**src/rtl/johnson_phase_monitor.sv**
```systemverilog
// Watches a 3-bit Johnson counter: decodes its phase, tracks lock onto the
// legal successor sequence, and counts laps and sequencing/illegal-code errors.
module johnson_phase_monitor #(
   parameter int LOCK_CNT = 2,
   parameter int LAP_W    = 8,
   parameter int ERR_W    = 4
) (
   input  logic             clk,
   input  logic             reset,
   input  logic             en,
   input  logic [2:0]       q,
   input  logic             clr_err,
   output logic [5:0]       phase_oh,
   output logic [2:0]       phase_idx,
   output logic             code_valid,
   output logic             locked,
   output logic             seq_err,
   output logic             ill_err,
   output logic             lap_pulse,
   output logic [LAP_W-1:0] lap_cnt,
   output logic [ERR_W-1:0] err_cnt
);

   typedef enum logic [1:0] {HUNT, TRACK, LOCKED} state_t;

   localparam logic [2:0] LOCK_TGT = 3'(LOCK_CNT);

   state_t           state, stateNext;
   logic [2:0]       goodCnt, goodCntNext;
   logic [2:0]       qS;
   logic             legal, isSucc, isHold;
   logic [2:0]       decIdx;
   logic [5:0]       decOh;
   logic             seqNext, illNext, lapNext, errInc;
   logic [ERR_W-1:0] errNext;

   // Phase decode of the live input; 010 and 101 are the two illegal codes
   always_comb begin
      decIdx = 3'd7;
      decOh  = 6'b000000;
      legal  = 1'b1;
      case (q)
         3'b000: begin decIdx = 3'd0; decOh = 6'b000001; end
         3'b001: begin decIdx = 3'd1; decOh = 6'b000010; end
         3'b011: begin decIdx = 3'd2; decOh = 6'b000100; end
         3'b111: begin decIdx = 3'd3; decOh = 6'b001000; end
         3'b110: begin decIdx = 3'd4; decOh = 6'b010000; end
         3'b100: begin decIdx = 3'd5; decOh = 6'b100000; end
         default: legal = 1'b0;
      endcase
   end

   // Johnson successor is a left shift feeding back the inverted MSB
   assign isSucc = legal && (q == {qS[1:0], ~qS[2]});
   assign isHold = legal && (q == qS);

   always_comb begin
      stateNext   = state;
      goodCntNext = goodCnt;
      seqNext     = 1'b0;
      illNext     = 1'b0;
      lapNext     = 1'b0;
      if (en) begin
         case (state)
            HUNT: begin
               if (!legal) begin
                  illNext = 1'b1;
               end else begin
                  stateNext   = TRACK;
                  goodCntNext = 3'd0;
               end
            end
            TRACK: begin
               if (!legal) begin
                  stateNext   = HUNT;
                  illNext     = 1'b1;
                  goodCntNext = 3'd0;
               end else if (isSucc) begin
                  if (goodCnt + 3'd1 == LOCK_TGT) begin
                     stateNext   = LOCKED;
                     goodCntNext = 3'd0;
                  end else begin
                     goodCntNext = goodCnt + 3'd1;
                  end
               end else if (!isHold) begin
                  goodCntNext = 3'd0;
               end
            end
            LOCKED: begin
               if (!legal) begin
                  stateNext = HUNT;
                  illNext   = 1'b1;
               end else if (isSucc) begin
                  lapNext = (qS == 3'b100);
               end else if (!isHold) begin
                  stateNext = HUNT;
                  seqNext   = 1'b1;
               end
            end
            default: stateNext = HUNT;
         endcase
      end
   end

   // A clear coinciding with a new error leaves that error counted
   assign errInc = seqNext | illNext;
   always_comb begin
      errNext = err_cnt;
      if (clr_err)
         errNext = errInc ? ERR_W'(1) : '0;
      else if (errInc && (err_cnt != {ERR_W{1'b1}}))
         errNext = err_cnt + ERR_W'(1);
   end

   always_ff @(posedge clk or posedge reset) begin
      if (reset) begin
         state      <= HUNT;
         goodCnt    <= 3'd0;
         qS         <= 3'b000;
         phase_idx  <= 3'd0;
         phase_oh   <= 6'b000001;
         code_valid <= 1'b0;
         seq_err    <= 1'b0;
         ill_err    <= 1'b0;
         lap_pulse  <= 1'b0;
         lap_cnt    <= '0;
         err_cnt    <= '0;
      end else begin
         seq_err   <= seqNext;
         ill_err   <= illNext;
         lap_pulse <= lapNext;
         err_cnt   <= errNext;
         if (en) begin
            state      <= stateNext;
            goodCnt    <= goodCntNext;
            qS         <= q;
            phase_idx  <= decIdx;
            phase_oh   <= decOh;
            code_valid <= legal;
            if (lapNext)
               lap_cnt <= lap_cnt + LAP_W'(1);
         end
      end
   end

   assign locked = (state == LOCKED);

endmodule

```
**config.mk**
```make
export PLATFORM = sky130hd
export DESIGN_NAME = johnson_phase_monitor
export DESIGN_NICKNAME = d
export VERILOG_FILES = /design/src/rtl/johnson_phase_monitor.sv
export SDC_FILE = /design/constraint.sdc
export NUM_CORES = 1
export LEC_CHECK = 0
export ABC_CLOCK_PERIOD_IN_PS = 2000
export CAP_MARGIN = 20
export CELL_PAD_IN_SITES_DETAIL_PLACEMENT = 1
export CELL_PAD_IN_SITES_GLOBAL_PLACEMENT = 1
export CORE_AREA = 3 3 72 74
export CTS_CLUSTER_DIAMETER = 30
export DETAILED_ROUTE_END_ITERATION = 16
export DIE_AREA = 0 0 75 77
export HOLD_SLACK_MARGIN = 0.1
export PLACE_DENSITY_LB_ADDON = 0.1
export SLEW_MARGIN = 20
export SYNTH_ARGS = -nofsm -noshare
export SYNTH_HDL_FRONTEND = slang
export SYNTH_SLANG_ARGS = --single-unit
```
**constraint.sdc**
```tcl
create_clock -name clk -period 2 [get_ports clk]
set_input_delay 0.4 -clock clk [delete_from_list [all_inputs] [get_ports clk]]
set_output_delay 0.4 -clock clk [all_outputs]
set_load 0.1 [all_outputs]
```
== Word level (Yosys, flattened, before mapping) ==
Cells that the tools add are included.

* Add/subtract/negate cells: 3
* $mul: 0
* Div/mod/pow operators: 0
* Magnitude comparators: 0
* Equality and inequality tests: 18
* Shifts and indexed selects: 0
* Muxes and demuxes: 32
* Bitwise gates (word level): 2
* Reduce and logical (&&, ||, !) cells: 12

{| class="wikitable"
|+ Operator list
! cell !! count
|-
| 6-bit one-hot mux with 6 select lines || 1
|-
| 3-bit one-hot mux with 6 select lines || 1
|-
| 3-bit two-way mux || 5
|-
| 1-bit two-way mux || 14
|-
| 2-bit two-way mux || 7
|-
| 3-bit == test, second input constant || 4
|-
| 3-bit != test, second input constant || 4
|-
| 8-bit by 1-bit adder with 8-bit output, second input constant || 1
|-
| 4-bit two-way mux || 2
|-
| 4-bit != test, second input constant || 2
|-
| 3-bit by 2-bit == test with 1-bit output, second input constant || 2
|-
| 3-bit == test || 2
|-
| 2-bit one-hot mux with 3 select lines || 1
|-
| 3-bit one-hot mux with 2 select lines || 1
|-
| 6-bit AND reduction || 1
|-
| 6-bit OR reduction || 1
|-
| 4-bit by 1-bit adder with 4-bit output, second input constant || 1
|-
| 4-bit AND reduction || 1
|-
| 2-bit nonzero test || 2
|-
| 3-bit by 1-bit adder with 3-bit output, second input constant || 1
|-
| 3-bit by 1-bit == test with 1-bit output, second input constant || 1
|-
| 1-bit logical AND || 3
|-
| 3-bit logical NOT || 1
|-
| 3-bit OR reduction || 1
|-
| 7 further kinds || 7
|}

* Register bits: 33
* Latch bits: 0
* Memory bits (writable): 0
* Memory bits (read-only): 0
* Bits of input ports: 7
* Output and inout bits: 26
* Logic and storage cells: 78
* Memories: 0

== Longest topological paths before layout ==
Gate-level depths: netlist (run 1).

* Word-level depth: 13
* Mapped depth: 7
* Depth with buffers taken out: 6

== Worst setup path before layout (run 1) ==
OpenSTA, ideal clock, no wires.

* Kind: register to register
* Start point: register state[0]
* End point: register lap_cnt[6]
* Setup time: 158 ps
* Arrival: 2340 ps
* Data required time: 1842 ps
* Path slack: -498 ps
* Cell stages (with the launch flop): 7
* Buffers on the path: 0
* Clock period less this slack: 2498 ps
* Cells stage by stage: dfrtp_1 -> and2b_1 -> nand2_1 -> nor4_4 -> and3_1 -> nand4_1 -> xnor2_1

* Word-level cells in the longest chain between the ends: 4

{| class="wikitable"
|+ Ends and longest elaborated chain
! element !! RTL line !! RTL
|-
| start, declared || 28 || <nowiki>state_t state, stateNext;</nowiki>
|-
| start signal, assigned || 134 || <nowiki>state <= stateNext;</nowiki>
|-
| 2-bit == test || - ||
|-
| via locked || 16 || <nowiki>output logic locked,</nowiki>
|-
| 1-bit two-way mux || 64 || <nowiki>case (state)</nowiki>
|-
| 1-bit two-way mux || 63 || <nowiki>if (en) begin</nowiki>
|-
| via lapNext || 34 || <nowiki>logic seqNext, illNext, lapNext, errInc;</nowiki>
|-
| 2-bit AND reduction (no line) || - ||
|-
| end signal, assigned || 141 || <nowiki>lap_cnt <= lap_cnt + LAP_W'(1);</nowiki>
|-
| end, declared || 20 || <nowiki>output logic [LAP_W-1:0] lap_cnt,</nowiki>
|}

The timed path passes the listed nets, and every way through them passes these cells.
A chain may end at the register's enable or synchronous reset.

== Final worst setup path (run 1) ==
* Start point: input q[0]
* End point: register goodCnt[1]

* Word-level cells in the longest chain between the ends: 7
* Elaborated cells between the ends (all ways): 18
* Those cells by class: eq/ne (9); mux (4); reduce/logical (5)

{| class="wikitable"
|+ Ends and longest elaborated chain
! element !! RTL line !! RTL
|-
| start, declared || 11 || <nowiki>input logic [2:0] q,</nowiki>
|-
| 3-bit == test (tied with other cells) || 42 || <nowiki>case (q)</nowiki>
|-
| 6-bit OR reduction (no line) || - ||
|-
| 1-bit two-way mux || 42 ||
|-
| 1-bit logical AND || 54 || <nowiki>assign isSucc = legal && (q == {qS[1:0], ~qS[2]});</nowiki>
|-
| 3-bit two-way mux || 78 || <nowiki>end else if (isSucc) begin</nowiki>
|-
| 3-bit two-way mux || 74 || <nowiki>if (!legal) begin</nowiki>
|-
| 3-bit one-hot mux with 2 select lines || 64 ||
|-
| end signal, assigned || 135 || <nowiki>goodCnt <= goodCntNext;</nowiki>
|-
| end, declared || 29 || <nowiki>logic [2:0] goodCnt, goodCntNext;</nowiki>
|}

Several ways; a longest one is shown, not always the timed one.

==> results of run 1 <==
[critical path: cells and delay by family]
kind            cells  cell delay, ps
compound gates      2             170
mux                 1             330
simple gates        3             870
buf+inv             1             300
[power by group through the flow]
stage          clock network, W  logic (W)  registers (W)
6_report               0.000664   0.000459       0.000727
5_1_grt                0.000713   0.000484       0.000731
4_1_cts                0.000677   0.000437       0.000728
3_5_place_dp                  0   0.000430       0.000740
3_3_place_gp                  0   0.000415       0.000737
2_1_floorplan                 0   0.000157       0.000874
[cells by family (layout without fill, tap and decap cells)]
kind of cell / after synthesis / count (layout)
AOI/OAI and AO/OA: 30 / 30
adders and majority gates: 4 / 4
and+or+nand+nor: 70 / 70
muxes: 11 / 11
buffers and inverters: 20 / 81
xor gates and xnor gates: 10 / 10
DFF: 33 / 33
[worst paths after layout]
check | to | slack [ps] | cells past startpoint
setup / recovery | goodCnt[1]$_DFFE_PP0P_ | 90 | 7
hold / removal | lap_cnt[7]$_DFFE_PP0P_ | 490 | 1
setup reg to reg | err_cnt[2]$_DFFE_PP0P_ | 90 | 7
hold reg to reg | lap_cnt[7]$_DFFE_PP0P_ | 490 | 1
max in group asynchronous | phase_oh[0]$_DFFE_PP1P_ | 1140 | 3
min in group asynchronous | seq_err$_DFF_PP0_ | 520 | 3
[through the flow]
stage          utilization, %  setup slack, ps  instances  cell area [sq um]  hold slack [ps]
3_5_place_dp             49.9             -542        281               2320              480
3_3_place_gp             49.9             -427        281               2320              467
5_1_grt                  54.4            -7.13        293               2530              526
2_1_floorplan               -             2.39        178               1840              459
4_1_cts                  53.0             26.5        291               2470              501
6_report                 54.4             89.2        293               2530              490
[sequential cells by signal (all words and copies together) (netlist names)]
name	count
seq_err	1
phase_oh	6
state	2
goodCnt	3
err_cnt	4
code_valid	1
qS	3
ill_err	1
lap_cnt	8
phase_idx	3
lap_pulse	1
[timing repair]
action                     4_1_cts  5_1_grt
gates resized for setup          7       19
buffers inserted                 2        2
setup endpoints to repair       10        7
hold buffers                     0        0
hold endpoints to repair         0        0
pin swaps                        2        8
[cell usage in the layout (no fill, tap or decap), types with 2 or more instances in the layout]
cell type         n
o21ai_0           5
o22ai_1           3
nand4_1           5
a21oi_1           6
clkdlybuf4s50_1   3
buf_4            53
mux2_4            2
dfrtp_2           3
nand2_1          10
and3_1            5
ha_1              4
or2_1             2
buf_6             2
xor2_1            3
mux2_2            6
nand2b_1          8
dfrtp_1          29
nor3_1            5
nor2b_1           3
clkbuf_2          2
buf_12            2
inv_1            10
clkbuf_8          6
nand3_1           3
or4b_1            2
nor3_2            2
nor2_1           10
a21oi_2           2
xnor2_1           7
[layer usage]
metal / vias to the layer above / share of wire, % / wire length, microns / track usage, %
li1: 737 / - / - / -
met1: 785 / 45 / 2290 / 25.3
met2: 21 / 52 / 2670 / 32.8
met3: 7 / 2.1 / 109 / 3.54
met4: 0 / 0.99 / 51 / 4.45
met5: - / 0 / 0 / 0
[layout make-up]
type / count / area, sq um
inverters: 10 / 37.5
flip-flops and latches: 33 / 831
clock buffers: 6 / 82.6
fillers: 524 / 2130
well taps: 54 / 67.6
clock inverters: 2 / 37.5
multi-input cells: 125 / 967
repair buffers: 63 / 510
==> qor.yml, run 1 <==
finish:
  area_growth_pct: 37.9
  antenna_cells: 0
  drive_gt1_share_pct: 42.3
  nets: 249
clock_tree:
  cts_buffers: 5
  clock_latency_ps: 280
  clk_path_buf_depth: 2
  clk_pin_slew_ps: 70
  htreeDepth: 2
  cts_root_buffer: "clkbuf_8"
  cts.sinks: 33
  cts_tree: "done"
setup_path:
  crit_required_ps: 2170
  cpPeakStageDelay_ps: 440
  r2r_start: "qS[1]$_DFFE_PP0P_"
  path_class: "in2reg"
  crit_fanout: 6
  worstPathArrival_ps: 2080
  critPathLaunchType: "input port"
  crit_path_cell_trace: "clkdlybuf4s15_1 > nor2b_2 > or4b_1 > o21ai_0 > o21ai_1 > nand4b_1 > mux2_4"
  critPathLaunch: "q[0]"
  end_kind: "flop"
  cpMaxStageDelayCell: "or4b_1"
power:
  power_w: 0.00185
  clkPwrFrac_pct: 35.9
  p_leak_nw: 1.17
  pwr-share-comb_pct: 24.8
  internal_power_w: 0.00126
  p_seq_share_pct: 39.3
  netSwitchingFraction_pct: 31.6
  power_density_mw_per_mm2: 730
  peakVddDrop_uv: 407
  switchingPower_w: 0.000585
timing:
  maxSlewViolCount: 0
  worst_slew_pin_slew_ps: 442
  timing.setup.tns_ps: 0
  setup_violations: 0
  period_share_pct: 95.5
  finClkSkew_ps: 7.71
  period_minus_slack_ps: 1910
  fmax_ghz: 0.523
  hold_viol: 0
  relSlewSlack_pct: 70.5
route:
  post_drt_wl_per_cell_microns: 17.5
  viasPerCell: 5.29
  drc: 0
  wl_mm: 5.13
  drt.antenna.violating_nets: 0
  num_vias: 1550
  drt_first_pass_iters: 4
  drt_iter0_markers: 53
logic_synthesis:
  synth-adder-area-share_pct: 2.72
  yosys.area_share.simple_pct: 23.2
  synth-edff-count: 0
  synthXorXnorAreaFrac_pct: 4.77
  yosys-top-cells-count: "dfrtp_1, inv_1, nand2_1, nor2_1"
  muxShareOfSynthArea_pct: 7.29
  yosysMostFrequentCell: "dfrtp_1"
  syn_inst: 178
  ys_warn_count: 0
  ys_seq_area_share_pct: 45.0
  synth_area_per_cell_sq_um: 10.3
  synth_top_cell_area_share_pct: 43.6
  synth_top_family_by_area: "simple AND/OR/NAND/NOR gates"
  syn_nets: 189
  synth.area.top_cells: "dfrtp_1, mux2_2, xnor2_1"
  ys_ff_latch: 33
  synthFlopType: "dfrtp_1"
  async_flop_share_pct: 100
  synth_area_leader_cell: "dfrtp_1"
  netlist_area_sq_mm: 0.00184
  ys_types: 52
  synth_compound_area_share_pct: 11.2
run_status:
  status: "finished, final reports clean"
floorplanning:
  die_h_microns: 77
  ios: 33
  dieArea_sq_mm: 0.00578
  die_w_microns: 75
  row_count: 25
  start_util_pct: 39.4
  fp.coreArea_sq_mm: 0.00466
placement:
  io_buffers: 32
  dp_hpwl_mm: 3.75
  gp_congestion: 0.886
global_route:
  grt_overflow: 0
  grt_max_degree: 34
  grt_pass1_wl_mm: 8.67
  grt_usage_pct: 19.4
  grt_pass1_vias: 1687
  antenna_found_initial: 0
worst_hold_path:
  min_path_type: "reg2reg"
  hp-start: "lap_cnt[7]$_DFFE_PP0P_"
run:
  max_cap_viol_count: 0
No activity file was read; power rests on OpenSTA's default activity.
==> run 2: changes to the inputs <==
--- a/config.mk
+++ b/config.mk
@@ -9,12 +9,14 @@
 export CAP_MARGIN = 20
 export CELL_PAD_IN_SITES_DETAIL_PLACEMENT = 1
 export CELL_PAD_IN_SITES_GLOBAL_PLACEMENT = 1
-export CORE_AREA = 3 3 72 74
+export CORE_AREA = 3 3 66 68
 export CTS_CLUSTER_DIAMETER = 30
 export DETAILED_ROUTE_END_ITERATION = 16
-export DIE_AREA = 0 0 75 77
+export DIE_AREA = 0 0 69 71
+export DONT_BUFFER_PORTS = 1
 export HOLD_SLACK_MARGIN = 0.1
 export PLACE_DENSITY_LB_ADDON = 0.1
+export SKIP_LAST_GASP = 1
 export SLEW_MARGIN = 20
 export SYNTH_ARGS = -nofsm -noshare
 export SYNTH_HDL_FRONTEND = slang
==> run 2 against run 1 <==
Effect of this change:
- total power decreased by 6.7%
- highest routed layer unchanged
- sequential power increased by 5.0%
- critical path depth decreased by 1
- register-to-register slack got worse by 50 ps
- flip-flop and latch count unchanged
==> qor.yml, run 2 (synthesized netlist as in run 1, its figures left out) <==
finish:
  antenna_cells: 0
  fin_util_pct: 57.3
  regMostFlops: "lap_cnt"
  regArea_sq_um: 833
  drive_gt1_share_pct: 33.2
  final_common_cell: "buf_4"
  largest_reg_flops: 8
  nets: 221
  multi_input_area_sq_um: 927
  fin_area_sq_mm: 0.00224
  fillers: 463
  final_cell_mix: "buf_4, dfrtp_1, nor2_1, inv_1, nand2_1"
  largest_registers: "lap_cnt (8), phase_oh (6), err_cnt (4)"
  area_growth_pct: 22.0
  final_cells: 261
timing:
  period_minus_slack_ps: 1960
  finClkSkew_ps: 7.96
  setup_ws_ps: 36.8
  grt_setup_unrepaired: "yes"
  setup_violations: 0
  maxSlewViolCount: 0
  worst_slew_pin_slew_ps: 913
  relSlewSlack_pct: 39.1
  hold_viol: 0
  period_share_pct: 98.2
  fmax_ghz: 0.509
route:
  drt_first_pass_iters: 4
  drt.antenna.violating_nets: 0
  post_drt_wl_per_cell_microns: 17.0
  drc: 0
  drt_iter0_markers: 90
  viasPerCell: 5.62
  num_vias: 1466
  wl_mm: 4.44
worst_hold_path:
  hp-start: "clr_err"
  min_path_type: "in2reg"
  holdPathStages: 1
  min_delay_worst_endpoint: "err_cnt[1]$_DFFE_PP0P_"
global_route:
  grt_pass1_vias: 1568
  grt_overflow: 0
  grt_pass1_wl_mm: 7.39
  grt_usage_pct: 18.7
  antenna_found_initial: 0
  grt_max_degree: 34
setup_path:
  r2r_slack_ps: 40
  r2r-end: "err_cnt[1]$_DFFE_PP0P_"
  rr_worst_depth: 6
  worstPathArrival_ps: 2180
  path_class: "reg2reg"
  crit_required_ps: 2220
  crit_fanout: 7
  end_kind: "flop"
  critPathLaunchType: "flop"
  critPathLaunch: "qS[1]$_DFFE_PP0P_"
  r2r_start: "qS[1]$_DFFE_PP0P_"
power:
  p_seq_share_pct: 44.2
  pwr-share-comb_pct: 18.9
  netSwitchingFraction_pct: 31.6
  power_density_mw_per_mm2: 770
  switchingPower_w: 0.000546
  clkPwrFrac_pct: 37.0
  p_leak_nw: 1.01
  peakVddDrop_uv: 461
  internal_power_w: 0.00118
clock_tree:
  cts.sinks: 33
  clk_pin_slew_ps: 80
  cts_tree: "done"
  clk_path_buf_depth: 2
  cts_buffers: 5
  cts_root_buffer: "clkbuf_8"
  clock_latency_ps: 290
  htreeDepth: 2
floorplanning:
  die_h_microns: 71
  ios: 33
  row_count: 23
  die_w_microns: 69
  dieArea_sq_mm: 0.00490
  fp.coreArea_sq_mm: 0.00391
  start_util_pct: 46.9
placement:
  placed_area_sq_mm: 0.00205
  dp_hpwl_mm: 3.01
  dp_slack_ps: 5.11
  io_buffers: 0
  gp_congestion: 0.755
  place_inst: 246
run_status:
  status: "finished, final reports clean"
run:
  max_cap_viol_count: 0
-- run 2: changes by cell type in the layout (fill, tap and decap cells not counted), sizes merged --
cell / before / now
clkdlybuf4s15: 1 / 0
clkinv: 0 / 1
buf: 57 / 34
clkdlybuf4s50: 3 / 0
dlygate4sd3: 0 / 1
clkbuf: 8 / 5
-- run 2: area by class of cell --
type | instances | share of cell area [%]
Inverter | 10 | 1.68
Clock buffer | 5 | 3.07
Timing Repair Buffer | 35 | 11.8
Clock inverter | 3 | 2.07
Sequential cell | 33 | 37.2
Multi-Input combinational cell | 125 | 41.4
Tap cell | 50 | 2.79
-- run 2: power by group through the flow --
stage | registers, W | clock network [W] | logic (W)
after floorplan | 0.000874 | 0 | 0.000157
final | 0.000763 | 0.000638 | 0.000325
after global placement | 0.000778 | 0 | 0.000284
after detailed placement | 0.000781 | 0 | 0.000293
after CTS | 0.000770 | 0.000650 | 0.000296
after global routing | 0.000766 | 0.000686 | 0.000350
-- run 2: per-layer routing --
metal  global-route usage (%)  up-vias  share of wire [%]
met5                        0        -                  0
met4                     8.03        0                2.0
met3                     4.97       11                5.4
met2                     32.8       35                 50
met1                     21.6      732                 43
li1                         -      688                  -
-- run 2: timing repair --
item | 4_1_cts | 5_1_grt
cloned | 0 | 0
gates resized for setup | 1 | 8
setup endpoints to repair | 1 | 5
endpoints found under the hold margin | 10 | 0
setup buffers | 0 | 6
hold buffers | 1 | 0
pin swaps | 0 | 2
-- run 2: worst max-delay path, stage by stage (launching register included) --
cell	delay [ps]
dfrtp_2	450
and2_1	190
o211ai_2	180
a41o_1	270
a21oi_4	70
or4b_1	580
a21oi_2	150
-- run 2: through the flow --
step / hold slack [ps] / total power (W) / TNS (ps)
4_1_cts: 160 / 0.00172 / 0
3_3_place_gp: 405 / 0.00106 / 0
6_report: 153 / 0.00173 / 0
2_1_floorplan: 459 / 0.00103 / 0
5_1_grt: 141 / 0.00180 / -139
3_5_place_dp: 416 / 0.00107 / 0
-- run 2: how the worst max path moves through the flow --
stage | to | slack [ps] | cells after the start
after global placement | goodCnt[0]$_DFFE_PP0P_ | 80 | 6
after CTS | err_cnt[1]$_DFFE_PP0P_ | 40 | 6
final | err_cnt[1]$_DFFE_PP0P_ | 40 | 6
after detailed placement | err_cnt[1]$_DFFE_PP0P_ | 5 | 6
after global routing | err_cnt[3]$_DFFE_PP0P_ | -60 | 6
after floorplan | lap_cnt[6]$_DFFE_PP0P_ | 2 | 6
==> run 3: changes to the inputs <==
--- a/config.mk
+++ b/config.mk
@@ -16,8 +16,10 @@
 export DONT_BUFFER_PORTS = 1
 export HOLD_SLACK_MARGIN = 0.1
 export PLACE_DENSITY_LB_ADDON = 0.1
+export SKIP_CTS_REPAIR_TIMING = 1
 export SKIP_LAST_GASP = 1
 export SLEW_MARGIN = 20
 export SYNTH_ARGS = -nofsm -noshare
 export SYNTH_HDL_FRONTEND = slang
 export SYNTH_SLANG_ARGS = --single-unit
+export TNS_END_PERCENT = 10
==> run 3 against run 2 <==
Effect of this change:
- sequential power is essentially flat
- clock skew is 6.0 ps lower
- count of clock-buffer cells in the layout grew 2
- final cell count fell by 1.5%
- combinational power shrank 5%
- total power down 0.50%
- flip-flop and latch count stayed put
- die area unchanged
- largest cell class unchanged
- largest power group unchanged
==> qor.yml, run 3 (synthesized netlist as in run 1, its figures left out) <==
clock_tree:
  clk_path_buf_depth: 2
  cts_tree: "done"
  clock_latency_ps: 280
  clk_pin_slew_ps: 70
  cts.sinks: 33
  cts_root_buffer: "clkbuf_8"
  htreeDepth: 2
  cts_buffers: 5
power:
  power_density_mw_per_mm2: 782
  peakVddDrop_uv: 418
  power_w: 0.00172
  p_leak_nw: 1.00
timing:
  relSlewSlack_pct: 40.1
  hold_viol: 0
  period_minus_slack_ps: 1920
  period_share_pct: 96.0
  timing.setup.tns_ps: 0
  fmax_ghz: 0.521
  maxSlewViolCount: 0
  worst_slew_pin_slew_ps: 898
  finClkSkew_ps: 1.99
  grt_setup_unrepaired: "yes"
  setup_violations: 0
finish:
  largest_registers: "lap_cnt (8), phase_oh (6), err_cnt (4)"
  final_cell_mix: "dfrtp_1, buf_4, nor2_1, inv_1, nand2_1"
  antenna_cells: 0
  area_growth_pct: 19.6
  drive_gt1_share_pct: 30.0
  nets: 217
  final_cells: 257
  largest_reg_flops: 8
  fillers: 456
  regMostFlops: "lap_cnt"
setup_path:
  cpPeakStageDelay_ps: 460
  crit_required_ps: 2160
  path_class: "reg2reg"
  worstPathArrival_ps: 2080
  crit_fanout: 6
  crit_path_cell_trace: "or3_4 > or2_1 > a21oi_1 > o21ai_1 > nand4b_1 > mux2_1"
  cpMaxStageDelayCell: "dfrtp_2"
  end_kind: "flop"
  cp_num_buf_inv: 0
  critPathLaunchType: "flop"
  critPathTopFamily: "simple AND/OR/NAND/NOR gates"
route:
  drt.antenna.violating_nets: 0
  num_vias: 1423
  post_drt_wl_per_cell_microns: 16.1
  drt_first_pass_iters: 4
  wl_mm: 4.14
  viasPerCell: 5.54
  drt_iter0_markers: 43
  drc: 0
run_status:
  status: "finished, final reports clean"
global_route:
  grt_pass1_vias: 1508
  grt_overflow: 0
  grt_max_degree: 34
  antenna_found_initial: 0
  grt_pass1_wl_mm: 7.23
  grt_usage_pct: 18.4
floorplanning:
  ios: 33
  fp.coreArea_sq_mm: 0.00391
  start_util_pct: 46.9
  row_count: 23
  die_w_microns: 69
  dieArea_sq_mm: 0.00490
  die_h_microns: 71
placement:
  dp_hpwl_mm: 2.99
  place_inst: 247
  gp_congestion: 0.722
  io_buffers: 0
worst_hold_path:
  min_path_type: "in2async"
run:
  max_cap_viol_count: 0
[run 3: final cells by class]
type                       count  area, sq um  share of cell area [%]
tap                           50         62.6                    2.85
clock inverter                 1         30.0                    1.37
timing repair buffer          31          230                    10.5
inverter                      10         37.5                    1.71
clock buffer                   7         86.3                    3.93
multi-input combinational    125          920                    41.9
sequential                    33          830                    37.8
[run 3: layer usage]
metal | vias to the layer above | routed length (microns) | track usage [%] | part of all wire [%]
met5 | - | 0 | 0 | 0
met1 | 716 | 1720 | 22.4 | 42
met2 | 26 | 2170 | 31.7 | 52
met4 | 0 | 59 | 6.51 | 1.4
met3 | 5 | 189 | 4.83 | 4.6
li1 | 676 | - | - | -
[run 3: report_power, final]
| group | total [W] | internal (W) | switching [W] |
|---|---|---|---|
| clock network | 0.000646 | 0.000406 | 0.000240 |
| registers | 0.000761 | 0.000698 | 0.0000624 |
| logic | 0.000310 | 0.0000987 | 0.000212 |
[run 3: final timing paths]
path | startpoint | endpoint | slack, ps | cells past startpoint
min in group clk | clr_err | err_cnt[2]$_DFFE_PP0P_ | 170 | 1
worst max register to register | qS[0]$_DFFE_PP0P_ | goodCnt[0]$_DFFE_PP0P_ | 80 | 6
max in group asynchronous | reset | phase_oh[0]$_DFFE_PP1P_ | 1560 | 2
worst min-delay path | reset | lap_cnt[0]$_DFFE_PP0P_ | 100 | 2
worst min register to register | lap_cnt[6]$_DFFE_PP0P_ | lap_cnt[6]$_DFFE_PP0P_ | 500 | 1
worst max-delay path | qS[0]$_DFFE_PP0P_ | goodCnt[0]$_DFFE_PP0P_ | 80 | 6
[run 3: stage by stage]
stage | cell area [sq um] | utilization [%] | hold slack, ps | setup WS (ps)
after detailed placement | 2050 | 52.4 | 425 | 19.8
after global routing | 2200 | 56.1 | 138 | -31.9
after CTS | 2170 | 55.4 | 116 | -7.85
final | 2200 | 56.1 | 103 | 80.1
after global placement | 2050 | 52.4 | 406 | 91.7
after floorplan | 1840 | - | 463 | -62.6
